==> src/rtl/spi_pkg.sv <==
// Shared types and helpers for the PL-side SPI master.
package spi_pkg;

  typedef enum logic [2:0] {
    IDLE,
    SETUP,
    SHIFT,
    NEXT,
    HOLD
  } spi_state_t;

  // Mode 0 only: SCLK idles low, data sampled on the rising edge.
  localparam logic SPI_CPOL = 1'b0;
  localparam logic SPI_CPHA = 1'b0;

  localparam int CS_MAX = 32;

  // Active-low chip-select vector for a target index; out-of-range selects
  // leave every line deasserted.
  function automatic logic [CS_MAX-1:0] cs_onehot_n(input int unsigned sel,
                                                    input int unsigned num_cs);
    logic [CS_MAX-1:0] v;
    v = '1;
    if (sel < num_cs && sel < CS_MAX) v[sel[4:0]] = 1'b0;
    return v;
  endfunction

endpackage

==> src/rtl/spi_clk_gen.sv <==
// SCLK phase generator: counts CLK_DIV cycles per half-period and emits
// single-cycle rise/fall strobes for the FSM.
module spi_clk_gen #(
  parameter int CLK_DIV = 8
) (
  input  logic clk100,
  input  logic rst,
  input  logic en_i,
  input  logic clr_i,
  input  logic clr_hi_i,
  output logic rise_stb_o,
  output logic fall_stb_o
);

  localparam int CW = (CLK_DIV > 1) ? $clog2(CLK_DIV) : 1;

  logic [CW-1:0] cnt_q, cnt_d;
  logic          hi_q, hi_d;
  logic          tick;

  // Half-period counter; clear preloads the phase so the first strobe is
  // a fall when entering from SETUP (SCLK already high) or a rise from NEXT.
  always_comb begin
    tick  = en_i && (cnt_q == CW'(CLK_DIV - 1));
    cnt_d = cnt_q;
    hi_d  = hi_q;
    if (clr_i) begin
      cnt_d = '0;
      hi_d  = clr_hi_i;
    end else if (tick) begin
      cnt_d = '0;
      hi_d  = ~hi_q;
    end else if (en_i) begin
      cnt_d = cnt_q + 1'b1;
    end
    rise_stb_o = tick && !hi_q;
    fall_stb_o = tick && hi_q;
  end

  // Counter and phase registers.
  always_ff @(posedge clk100) begin
    if (rst) begin
      cnt_q <= '0;
      hi_q  <= 1'b0;
    end else begin
      cnt_q <= cnt_d;
      hi_q  <= hi_d;
    end
  end

endmodule

==> src/rtl/spi_master.sv <==
// Mode-0 SPI master, MSB first, with valid/ready word stream in and a
// one-word-per-word-sent response pulse out.
module spi_master
  import spi_pkg::*;
#(
  parameter  int CLK_DIV  = 8,
  parameter  int DATA_W   = 8,
  parameter  int NUM_CS   = 3,
  parameter  int CS_SETUP = 2,
  parameter  int CS_HOLD  = 2,
  localparam int CS_W     = (NUM_CS > 1) ? $clog2(NUM_CS) : 1
) (
  input  logic              clk100,
  input  logic              rst,
  input  logic [DATA_W-1:0] tx_data_i,
  input  logic              tx_last_i,
  input  logic [CS_W-1:0]   cs_sel_i,
  input  logic              tx_valid_i,
  output logic              tx_ready_o,
  output logic [DATA_W-1:0] rx_data_o,
  output logic              rx_valid_o,
  output logic              busy_o,
  output logic              sclk_o,
  output logic              mosi_o,
  output logic [NUM_CS-1:0] csn_o,
  input  logic              miso_i
);

  localparam int BW   = (DATA_W > 1) ? $clog2(DATA_W) : 1;
  localparam int TMAX = (CS_SETUP > CS_HOLD) ? CS_SETUP : CS_HOLD;
  localparam int TW   = $clog2(TMAX + 1);

  spi_state_t        state_q, state_d;
  logic [DATA_W-1:0] sh_q, sh_d;
  logic [DATA_W-1:0] rxd_q, rxd_d;
  logic [BW-1:0]     bit_q, bit_d;
  logic [TW-1:0]     cnt_q, cnt_d;
  logic [NUM_CS-1:0] csn_q, csn_d;
  logic              last_q, last_d;
  logic              sclk_q, sclk_d;
  logic              mosi_q, mosi_d;
  logic              rdy_q, rdy_d;
  logic              rxv_q, rxv_d;
  logic              busy_q;
  logic              rise_stb, fall_stb, accept;

  spi_clk_gen #(.CLK_DIV(CLK_DIV)) u_clk_gen (
    .clk100     (clk100),
    .rst        (rst),
    .en_i       (state_q == SHIFT),
    .clr_i      (state_q != SHIFT),
    .clr_hi_i   (state_q != NEXT),
    .rise_stb_o (rise_stb),
    .fall_stb_o (fall_stb)
  );

  // Next-state and registered-output logic. One shift register carries TX
  // out of the top and collects MISO into the bottom.
  always_comb begin
    state_d = state_q;
    sh_d    = sh_q;
    rxd_d   = rxd_q;
    bit_d   = bit_q;
    cnt_d   = cnt_q;
    csn_d   = csn_q;
    last_d  = last_q;
    sclk_d  = sclk_q;
    mosi_d  = mosi_q;
    rdy_d   = 1'b0;
    rxv_d   = 1'b0;
    accept  = tx_valid_i && rdy_q;
    case (state_q)
      IDLE: begin
        rdy_d = 1'b1;
        if (accept) begin
          state_d = SETUP;
          sh_d    = tx_data_i;
          mosi_d  = tx_data_i[DATA_W-1];
          last_d  = tx_last_i;
          csn_d   = NUM_CS'(cs_onehot_n(32'(cs_sel_i), NUM_CS));
          cnt_d   = '0;
          rdy_d   = 1'b0;
        end
      end
      SETUP: begin
        if (cnt_q == TW'(CS_SETUP - 1)) begin
          state_d = SHIFT;
          sclk_d  = ~SPI_CPOL;
          sh_d    = {sh_q[DATA_W-2:0], miso_i};
          bit_d   = '0;
        end else begin
          cnt_d = cnt_q + 1'b1;
        end
      end
      SHIFT: begin
        if (rise_stb) begin
          sclk_d = ~SPI_CPOL;
          sh_d   = {sh_q[DATA_W-2:0], miso_i};
        end
        if (fall_stb) begin
          sclk_d = SPI_CPOL;
          if (bit_q == BW'(DATA_W - 1)) begin
            rxd_d  = sh_q;
            rxv_d  = 1'b1;
            mosi_d = 1'b0;
            cnt_d  = '0;
            if (last_q) begin
              state_d = HOLD;
            end else begin
              state_d = NEXT;
              rdy_d   = 1'b1;
            end
          end else begin
            bit_d  = bit_q + 1'b1;
            mosi_d = sh_q[DATA_W-1];
          end
        end
      end
      NEXT: begin
        rdy_d = 1'b1;
        if (accept) begin
          state_d = SHIFT;
          sh_d    = tx_data_i;
          mosi_d  = tx_data_i[DATA_W-1];
          last_d  = tx_last_i;
          bit_d   = '0;
          rdy_d   = 1'b0;
        end
      end
      HOLD: begin
        if (cnt_q == TW'(CS_HOLD - 1)) begin
          state_d = IDLE;
          csn_d   = '1;
        end else begin
          cnt_d = cnt_q + 1'b1;
        end
      end
      default: state_d = IDLE;
    endcase
  end

  // State and output registers.
  always_ff @(posedge clk100) begin
    if (rst) begin
      state_q <= IDLE;
      sh_q    <= '0;
      rxd_q   <= '0;
      bit_q   <= '0;
      cnt_q   <= '0;
      csn_q   <= '1;
      last_q  <= 1'b0;
      sclk_q  <= SPI_CPOL;
      mosi_q  <= 1'b0;
      rdy_q   <= 1'b0;
      rxv_q   <= 1'b0;
      busy_q  <= 1'b0;
    end else begin
      state_q <= state_d;
      sh_q    <= sh_d;
      rxd_q   <= rxd_d;
      bit_q   <= bit_d;
      cnt_q   <= cnt_d;
      csn_q   <= csn_d;
      last_q  <= last_d;
      sclk_q  <= sclk_d;
      mosi_q  <= mosi_d;
      rdy_q   <= rdy_d;
      rxv_q   <= rxv_d;
      busy_q  <= (state_d != IDLE);
    end
  end

  assign tx_ready_o = rdy_q;
  assign rx_data_o  = rxd_q;
  assign rx_valid_o = rxv_q;
  assign busy_o     = busy_q;
  assign sclk_o     = sclk_q;
  assign mosi_o     = mosi_q;
  assign csn_o      = csn_q;

endmodule

==> config.mk <==
export PLATFORM = sky130hd
export DESIGN_NAME = spi_master
export DESIGN_NICKNAME = d
export VERILOG_FILES = /design/src/rtl/spi_pkg.sv /design/src/rtl/spi_clk_gen.sv /design/src/rtl/spi_master.sv
export SDC_FILE = /design/constraint.sdc
export NUM_CORES = 1
export LEC_CHECK = 0
export ABC_AREA = 1
export CAP_MARGIN = 30
export CORE_MARGIN = 2
export CORE_UTILIZATION = 40
export CTS_CLUSTER_DIAMETER = 50
export DETAILED_ROUTE_END_ITERATION = 8
export GPL_TIMING_DRIVEN = 0
export SYNTH_ARGS = -nofsm -noshare
export SYNTH_HDL_FRONTEND = slang
export SYNTH_SLANG_ARGS = --single-unit
==> constraint.sdc <==
create_clock -name clk100 -period 1.71 [get_ports clk100]
set_input_delay 0.342 -clock clk100 [delete_from_list [all_inputs] [get_ports clk100]]
set_output_delay 0.342 -clock clk100 [all_outputs]
set_load 0.01 [all_outputs]
=== Word-level counts from Yosys, hierarchy flattened ===
Index checks and enable logic that the tools add are counted.

* Logic and storage cells: 115
* Bits of input ports: 15
* Flip-flop bits (word level): 37
* Output and inout bits: 16

* Bitwise operators: 4
* $add $sub $neg: 3
* $lt $le $gt $ge: 3
* Equality and inequality tests: 20
* Reductions and logical operators: 27
* Muxes and demuxes: 44

{| class="wikitable"
|+ Operators with widths
! operator !! count
|-
| 3-bit two-way mux || 14
|-
| 8-bit two-way mux || 3
|-
| 8-bit one-hot mux with 3 select lines || 1
|-
| 2-bit inequality test (second input constant) || 9
|-
| 3-bit one-hot mux with 5 select lines || 1
|-
| 1-bit two-way mux || 14
|-
| 3-bit AND reduction || 4
|-
| 3-bit nonzero test || 4
|-
| 5-bit AND reduction || 2
|-
| 3-bit == test (second input constant) || 3
|-
| 3-bit one-hot mux with 3 select lines || 1
|-
| 2-bit two-way mux || 4
|-
| 2-bit nonzero test || 4
|-
| 3-bit by 1-bit adder with 3-bit output (second input constant) || 2
|-
| 3-bit by 2-bit == test with 1-bit output (second input constant) || 2
|-
| 2-bit by 6-bit < comparator with 1-bit output (second input constant) || 1
|-
| 3-bit by 2-bit inequality test with 1-bit output (second input constant) || 2
|-
| 1-bit one-hot mux with 2 select lines || 3
|-
| 2-bit one-hot mux with 3 select lines || 1
|-
| 3-bit one-hot mux with 2 select lines || 1
|-
| 3-bit OR reduction || 2
|-
| 1-bit logical AND || 5
|-
| 4-bit AND reduction || 1
|-
| 2-bit OR reduction || 2
|-
| 13 further kinds || 15
|}

=== Logic depth before layout (Yosys ltp) ===
Gate-level depths: netlist of run 1.

* Depth after elaboration: 8
* Gate-level depth with buffers: 10
* Mapped depth without buffers: 10

=== Hierarchy ===
A second synthesis of run 1 with hierarchy kept.

* Cells, all modules: 269
* Area total of the unflattened synthesis: 1864.3 µm²

{| class="wikitable"
|+ Modules (own cells, without submodules)
! module !! area each (µm²) !! sequential area each (µm²) !! instances !! cells an instance
|-
| spi_master || 1651.6 || 660.6 || 1 || 240
|-
| spi_clk_gen || 212.7 || 80.1 || 1 || 29
|}

=== Worst setup path before layout of run 1 ===
OpenSTA, ideal clock, no wires.

* Path kind: register -> register
* Start point: register u_clk_gen.cnt_q[0]
* End point: register mosi_q (netlist: mosi_o)
* Data arrival time: 1.361 ns
* Path slack: 0.233 ns
* Required time: 1.593 ns
* Path buffers: 0
* Library setup time: 0.117 ns
* Period minus slack after synthesis: 1.477 ns
* Cell stages (with the launch flop): 8
* Path through: dfxtp_1 > ha_1 > ha_1 > inv_1 > o21ai_0 > nand3_1 > o21ai_0 > nor2_1

* Longest elaborated chain between the ends: 5

{| class="wikitable"
|+ Ends and longest elaborated chain
! element !! RTL line !! source
|-
| start: declaration || spi_clk_gen.sv:17 || <nowiki>logic [CW-1:0] cnt_q, cnt_d;</nowiki>
|-
| start signal: assignment || spi_clk_gen.sv:46 || <nowiki>cnt_q <= cnt_d;</nowiki>
|-
| 3-bit == test || spi_clk_gen.sv:24 || <nowiki>tick = en_i && (cnt_q == CW'(CLK_DIV - 1));</nowiki>
|-
| 1-bit logical AND || spi_clk_gen.sv:24 ||
|-
| 1-bit logical AND || spi_clk_gen.sv:37 || <nowiki>fall_stb_o = tick && hi_q;</nowiki>
|-
| 2-bit inequality test (no line) || - ||
|-
| 3-bit AND reduction (no line) || - ||
|-
| end signal: assignment || spi_master.sv:166 || <nowiki>mosi_q <= mosi_d;</nowiki>
|-
| end: declaration || spi_master.sv:41 || <nowiki>logic mosi_q, mosi_d;</nowiki>
|}

No other way between the ends.
A chain may end at the register's enable or synchronous reset.

=== Final worst setup path of run 1 ===
* Start point: register bit_q[0]
* End point: register busy_q (netlist: busy_o)

* Longest elaborated chain between the ends: 5

{| class="wikitable"
|+ Ends and longest elaborated chain
! element !! RTL line !! source
|-
| start: declaration || spi_master.sv:36 || <nowiki>logic [BW-1:0] bit_q, bit_d;</nowiki>
|-
| start signal: assignment || spi_master.sv:161 || <nowiki>bit_q <= bit_d;</nowiki>
|-
| 3-bit == test || spi_master.sv:102 || <nowiki>if (bit_q == BW'(DATA_W - 1)) begin</nowiki>
|-
| 3-bit two-way mux || spi_master.sv:102 ||
|-
| 3-bit two-way mux || spi_master.sv:100 || <nowiki>if (fall_stb) begin</nowiki>
|-
| 3-bit one-hot mux with 5 select lines || spi_master.sv:72 || <nowiki>case (state_q)</nowiki>
|-
| 3-bit nonzero test || spi_master.sv:169 || <nowiki>busy_q <= (state_d != IDLE);</nowiki>
|-
| end signal: assignment || spi_master.sv:169 ||
|-
| end: declaration || spi_master.sv:44 || <nowiki>logic busy_q;</nowiki>
|}

No other way between the ends.

==> out/results.ini, run 1 <==
[status]
status = completed

[critical_path]
crit_type = reg -> reg
startpoint = bit_q[0]
timing.rr.end = busy_o
cp_max_fo = 5
cpLargestDelayFamily = simple AND/OR/NAND/NOR gates
critPathSlowestCell = dfxtp_1
end_kind = flip-flop
cp.arrival_ps = 1750
cp-endpoint = busy_o
worst-path-buf-inv = 0
slowest_delay_ps = 360
reg2reg_slack_ps = 140
path_cells = ha_1, ha_1, nor2_1, nor2_1, nand3_1, nand2_1, nand3_1
r2r-start = bit_q[0]
start_kind = flip-flop
r2r_cells = 7
cp.depth = 7
cp.required_ps = 1900

[routing]
firstDrtPassIters = 4
viasPerCell = 4.89
drcViolationCount = 0
drtIter0Drc = 74
route.antenna.remaining_nets = 0
routedWlPerCell_um = 12.1
drt-total-wl_um = 4210
num_vias = 1705

[hold_path]
hp-class = reg -> reg
hold_depth = 1

[place]
dpl.cell_count = 340
dp_slack_ps = -55.4
portBuffers = 29
dpl.hpwl_um = 3090
gp_congestion = 0.837

[sta]
skew_ps = 4.95
fin_crit_sh_pct = 91.7
slew_headroom_pct = 69.4
fin_tns_setup_ps = 0
finalSetupViolCount = 0
fmax_ghz = 0.637
rsz0062_at_grt = no
fin_hold_ws_ps = 431
layout_min_cycle_time_ps = 1570
worstMarginPinSlew_ps = 459
fin_ws_ps = 141
hold_violations = 0
slew_viol_final = 0

[floorplan]
boundaryPins = 31
die_h_um = 71.7
initial_core_util_pct = 41.9
die-area_sq_um = 5150
die_w_um = 71.7
core.rowCount = 24
core_sq_um = 4380

[clock_tree]
cts-root-buf = clkbuf_8
tritoncts = built
cts.clk_slew.worst_paths_ps = 80
postCtsHoldBufs = 0
htreeDepth = 2
clk_latency_ps = 290
cts_max_path_buffers = 2
numCtsBuffers = 5
cts.sinks = 37

[synth]
synth_top_area_share_pct = 40.4
async_flop_share_pct = 0
ys_seq_area_share_pct = 40.4
synth.area.top_cells = dfxtp_1 (40%), nand2_1 (12%), nor2_1 (8.8%)
ys_seq_elements = 37
syn_inst = 259
synth_top_cell_by_area = dfxtp_1
yosys_warnings = 0
synth_commonest_cells = nand2_1 (60), nor2_1 (43), dfxtp_1 (37)
synthDistinctLibCells = 25
synth_nets = 279
synth_ff_type = dfxtp_1
yosysMostFrequentCell = nand2_1
syn_area_per_cell_sq_um = 7.09
synth_edf_count = 0
synth_area_sq_um = 1840

[final_layout]
diodes = 0
drive_gt1_share_pct = 13.8
area_growth_pct = 25.5
utilization_pct = 52.5
fin_nets = 316
multi_input_area_sq_um = 957
layout.cells.non_filler = 349
register_area_sq_um = 742
fill_cells = 456

[global_routing]
grt_usage_pct = 18.3
grt_remaining_overflow = 0
first_global_vias = 1670
grt_antenna_before_repair = 0
grt_pass1_wl_um = 7450
grt_max_degree = 13

[run]
cap_violations = 0

[power]
pwr_density_cell_nw_per_um2 = 1450
peakVddDrop_uv = 737
p_leak_nw = 1.07

==> sequential cells by signal, summed over array words and instances (netlist names) <==
| register | count |
|---|---|
| sclk_o | 1 |
| mosi_o | 1 |
| u_clk_gen.hi_q | 1 |
| tx_ready_o | 1 |
| cnt_q | 2 |
| sh_q | 8 |
| rx_data_o | 8 |
| csn_o | 3 |
| rx_valid_o | 1 |
| state_q | 3 |
| last_q | 1 |
| u_clk_gen.cnt_q | 3 |
| busy_o | 1 |
| bit_q | 3 |
==> worst reg2reg max path, cell delays in order (launching register included) <==
cell     delay (ps)
dfxtp_1         360
ha_1            160
ha_1            240
nor2_1           70
nor2_1          330
nand3_1         120
nand2_1         120
nand3_1          70
==> layout make-up <==
class | instances | share of cell area (%)
multi-input cells | 193 | 41.6
repair buffers | 30 | 13.5
flip-flops and latches | 37 | 32.2
inverters | 22 | 3.59
well taps | 52 | 2.82
plain buffers | 7 | 2.61
clock inverters | 3 | 0.760
clock buffers | 5 | 2.99
==> stage by stage <==
stage / instance area [sq um] / power (mW)
finish: 2300 / 3.34
CTS: 2300 / 3.35
global placement: 2190 / 2.73
global route: 2300 / 3.65
floorplan: 1840 / 2.33
detailed placement: 2190 / 2.74
==> per-layer routing <==
metal	vias to the layer above	GRT usage (%)	part of all wire [%]
met1	748	25.5	51
met5	-	0	0
li1	904	-	-
met4	0	6.71	1.4
met3	7	4.08	4.6
met2	46	27.9	43
==> report_power, final <==
| part | switching (mW) | internal, mW |
|---|---|---|
| registers | 0.128 | 1.05 |
| logic | 0.956 | 0.591 |
| clock network | 0.335 | 0.282 |
| total | 1.42 | 1.92 |
==> worst min-delay path by stage <==
stage / from / to
after floorplan: u_clk_gen.cnt_q[0] / u_clk_gen.cnt_q[0]
after global placement: u_clk_gen.cnt_q[0] / u_clk_gen.cnt_q[0]
after detailed placement: u_clk_gen.cnt_q[0] / u_clk_gen.cnt_q[0]
after CTS: u_clk_gen.cnt_q[0] / u_clk_gen.cnt_q[0]
after global routing: u_clk_gen.cnt_q[0] / u_clk_gen.cnt_q[0]
final: u_clk_gen.cnt_q[0] / u_clk_gen.cnt_q[0]
==> kinds of logic after synthesis <==
group | share of synthesized area, %
and+or+nand+nor | 36.9
AOI/OAI and AO/OA | 11.6
DFF | 40.4
buffers and inverters | 7.77
adders and majority gates | 3.41
==> timing repair <==
action / 4_1_cts / 5_1_grt
buffers inserted: 1 / 0
gates resized for setup: 1 / 6
setup endpoints to repair: 9 / 23
pin swaps: 1 / 1
==> cells in the final DEF (no fill, tap or decap), types with 3 or more instances in the layout <==
cell              n
nor3_1            8
nand3_1          20
clkdlybuf4s50_1  29
a21oi_1           9
nand2_1          59
dfxtp_1          36
ha_1              4
inv_2             6
clkbuf_8          6
nand2_2           5
nor2_1           43
inv_1            16
buf_6             3
o21ai_0          24
nand3_2           4
nor2_4            5
Note: power is estimated with default switching activity, not from simulation.
==> run 2, diff against run 1 <==
- ABC_AREA: 1 -> default
- CAP_MARGIN: 30 -> 20
==> out/results.ini, run 2 <==
[critical_path]
end_kind = flip-flop
cp.arrival_ps = 1920  ; +170 ps
r2r-start = state_q[1]
reg2reg_slack_ps = -20  ; -160 ps
startpoint = state_q[1]
cp_max_fo = 6  ; +1
start_kind = flip-flop
cp.required_ps = 1900  ; about the same
crit_type = reg -> reg

[routing]
num_vias = 1722  ; +1.0%
routedWlPerCell_um = 14.8  ; +23%
route.antenna.remaining_nets = 0  ; unchanged
drtIter0Drc = 86  ; +16%
drt-total-wl_um = 4680  ; +11%
firstDrtPassIters = 4  ; unchanged
drcViolationCount = 0  ; unchanged
viasPerCell = 5.45  ; +12%

[power]
combPwrFrac_pct = 14.9  ; -31 points
pwr_density_cell_nw_per_um2 = 852  ; -41%
power_switching_share_pct = 24.4  ; -18 points
peakVddDrop_uv = 448  ; -39%
power.total_mw = 2.18  ; -35%
power_frac_clock_pct = 41.8  ; +23 points
p_leak_nw = 0.981  ; -8.0%
p_seq_share_pct = 43.3  ; +8.1 points
p_switching_mw = 0.530  ; -63%
internal-power_mw = 1.65  ; -14%

[clock_tree]
cts.sinks = 37  ; unchanged
tritoncts = built
numCtsBuffers = 5  ; unchanged
clk_latency_ps = 290  ; about the same
cts.clk_slew.worst_paths_ps = 80  ; about the same
htreeDepth = 2  ; unchanged
cts-root-buf = clkbuf_8
cts_max_path_buffers = 2  ; unchanged

[floorplan]
core_sq_um = 4350  ; -0.68%
initial_core_util_pct = 41.6  ; -0.31 points
die_h_um = 71.3  ; -0.68%
die_w_um = 71.3  ; -0.68%
core.rowCount = 24  ; unchanged
die-area_sq_um = 5080  ; -1.3%
boundaryPins = 31  ; unchanged

[synth]
synth_ff_type = dfxtp_1
yosysMostFrequentCell = dfxtp_1
synth.area.top_cells = dfxtp_1 (41%), a21oi_1 (6.4%), nand2_1 (6.2%)
synth_nets = 233  ; -16%
synth_commonest_cells = dfxtp_1 (37), nand2_1 (30), a21oi_1 (23)
syn_inst = 213  ; -18%
ys_seq_elements = 37  ; unchanged
ys_seq_area_share_pct = 40.9  ; +0.59 points
synth_top_cell_by_area = dfxtp_1
synth_area_sq_um = 1810  ; -1.4%
syn_area_per_cell_sq_um = 8.49  ; +20%
yosys_warnings = 0  ; unchanged
synth_edf_count = 0  ; unchanged
synthDistinctLibCells = 46  ; +84%
synth_top_area_share_pct = 40.9  ; +0.59 points
async_flop_share_pct = 0  ; unchanged

[status]
violations = negative setup slack
status = finished with violations

[sta]
fin_tns_setup_ps = -32.8  ; -32.8 ps
finalSetupViolCount = 2  ; +2
slew_viol_final = 0  ; unchanged
worstMarginPinSlew_ps = 525  ; +65.9 ps
rsz0062_at_grt = yes
layout_min_cycle_time_ps = 1730  ; +158 ps
hold_violations = 0  ; unchanged
slew_headroom_pct = 65.0  ; -4.4 points
fin_ws_ps = -16.7  ; -158 ps
fin_crit_sh_pct = 101  ; +9.2 points
fmax_ghz = 0.579  ; -9.1%
skew_ps = 8.91  ; +3.96 ps

[run]
cap_violations = 0  ; unchanged

[place]
dp_slack_ps = -330  ; -275 ps
dpl.hpwl_um = 3180  ; +2.7%
portBuffers = 29  ; unchanged
gp_congestion = 0.762  ; -9.0%

[global_routing]
grt_pass1_wl_um = 7650  ; +2.6%
grt_usage_pct = 19.1  ; +0.77 points
grt_antenna_before_repair = 0  ; unchanged
first_global_vias = 1539  ; -7.8%
grt_remaining_overflow = 0  ; unchanged
grt_max_degree = 13  ; unchanged

[final_layout]
drive_gt1_share_pct = 23.5  ; +9.7 points
final_common_cell = dfxtp_1
area_growth_pct = 41.3
diodes = 0  ; unchanged
layout_common_cells = dfxtp_1 (33), clkdlybuf4s50_1 (29), nand2_1 (28)
fin_nets = 283  ; -10%

[hold_path]
min-delay-start = u_clk_gen.cnt_q[0]
hp-class = reg -> reg

-- run 2: through the flow --
step | std cells | cell area [sq um] | hold slack, ps | utilization, %
6_report | 316 | 2560 | 436 | 58.7
5_1_grt | 316 | 2560 | 453 | 58.7
4_1_cts | 316 | 2510 | 448 | 57.8
3_5_place_dp | 294 | 2190 | 444 | 50.3
3_3_place_gp | 294 | 2190 | 426 | 50.3
2_1_floorplan | 213 | 1830 | 406 | -
-- run 2: metal layers --
| metal | vias up | wire length (um) | GRT usage, % |
|---|---|---|---|
| met1 | 803 | 2340 | 28.2 |
| met5 | - | 0 | 0 |
| met3 | 7 | 242 | 4.22 |
| met4 | 0 | 78 | 5.03 |
| met2 | 48 | 2020 | 28.2 |
| li1 | 864 | - | - |
-- run 2: critical path, cell delays in order (launching register included) --
cell and delay, ps:
dfxtp_2 340, buf_6 110, or3b_1 350, buf_6 150
nor3_4 130, buf_6 140, o22ai_4 80, mux2_4 310
-- run 2: area by class of cell --
| cell class | instances | area [sq um] |
|---|---|---|
| Fill cell | 393 | 1800 |
| Multi-Input combinational cell | 153 | 1050 |
| Sequential cell | 37 | 746 |
| Timing Repair Buffer | 46 | 432 |
| Buffer | 16 | 111 |
| Clock buffer | 5 | 68.8 |
| Clock inverter | 3 | 65.1 |
| Tap cell | 52 | 65.1 |
| Inverter | 4 | 17.5 |
-- run 2: final timing paths --
path,cells after the start,endpoint
worst min-delay path,1,u_clk_gen.cnt_q[0]
worst min register to register,1,u_clk_gen.cnt_q[0]
worst max register to register,7,cnt_q[0]
worst max-delay path,7,cnt_q[0]
-- run 2: cell families after synthesis --
logic type | count (synthesis) | share of synthesized area (%)
AO/OA/AOI/OAI | 65 | 23.9
XOR/XNOR | 2 | 0.968
adder cells (fa/ha/maj) | 5 | 3.46
buffers and inverters | 23 | 6.50
flip-flops | 37 | 40.9
multiplexers | 4 | 2.77
AND/OR/NAND/NOR | 77 | 21.4
-- run 2: what timing repair did --
action	CTS	global route
buffers inserted	14	2
gates resized for setup	20	16
setup endpoints to repair	26	24
pin swaps	10	3
hold buffers	0	0
gates cloned	1	0
endpoints found under the hold margin	0	0
-- run 2: power by group through the flow --
stage / sequential, mW / combinational [mW] / clock (mW)
after floorplan: 0.952 / 0.190 / 0
after global placement: 0.960 / 0.287 / 0
after detailed placement: 0.959 / 0.289 / 0
after CTS: 0.940 / 0.314 / 0.921
after global routing: 0.946 / 0.353 / 0.958
final: 0.942 / 0.324 / 0.910
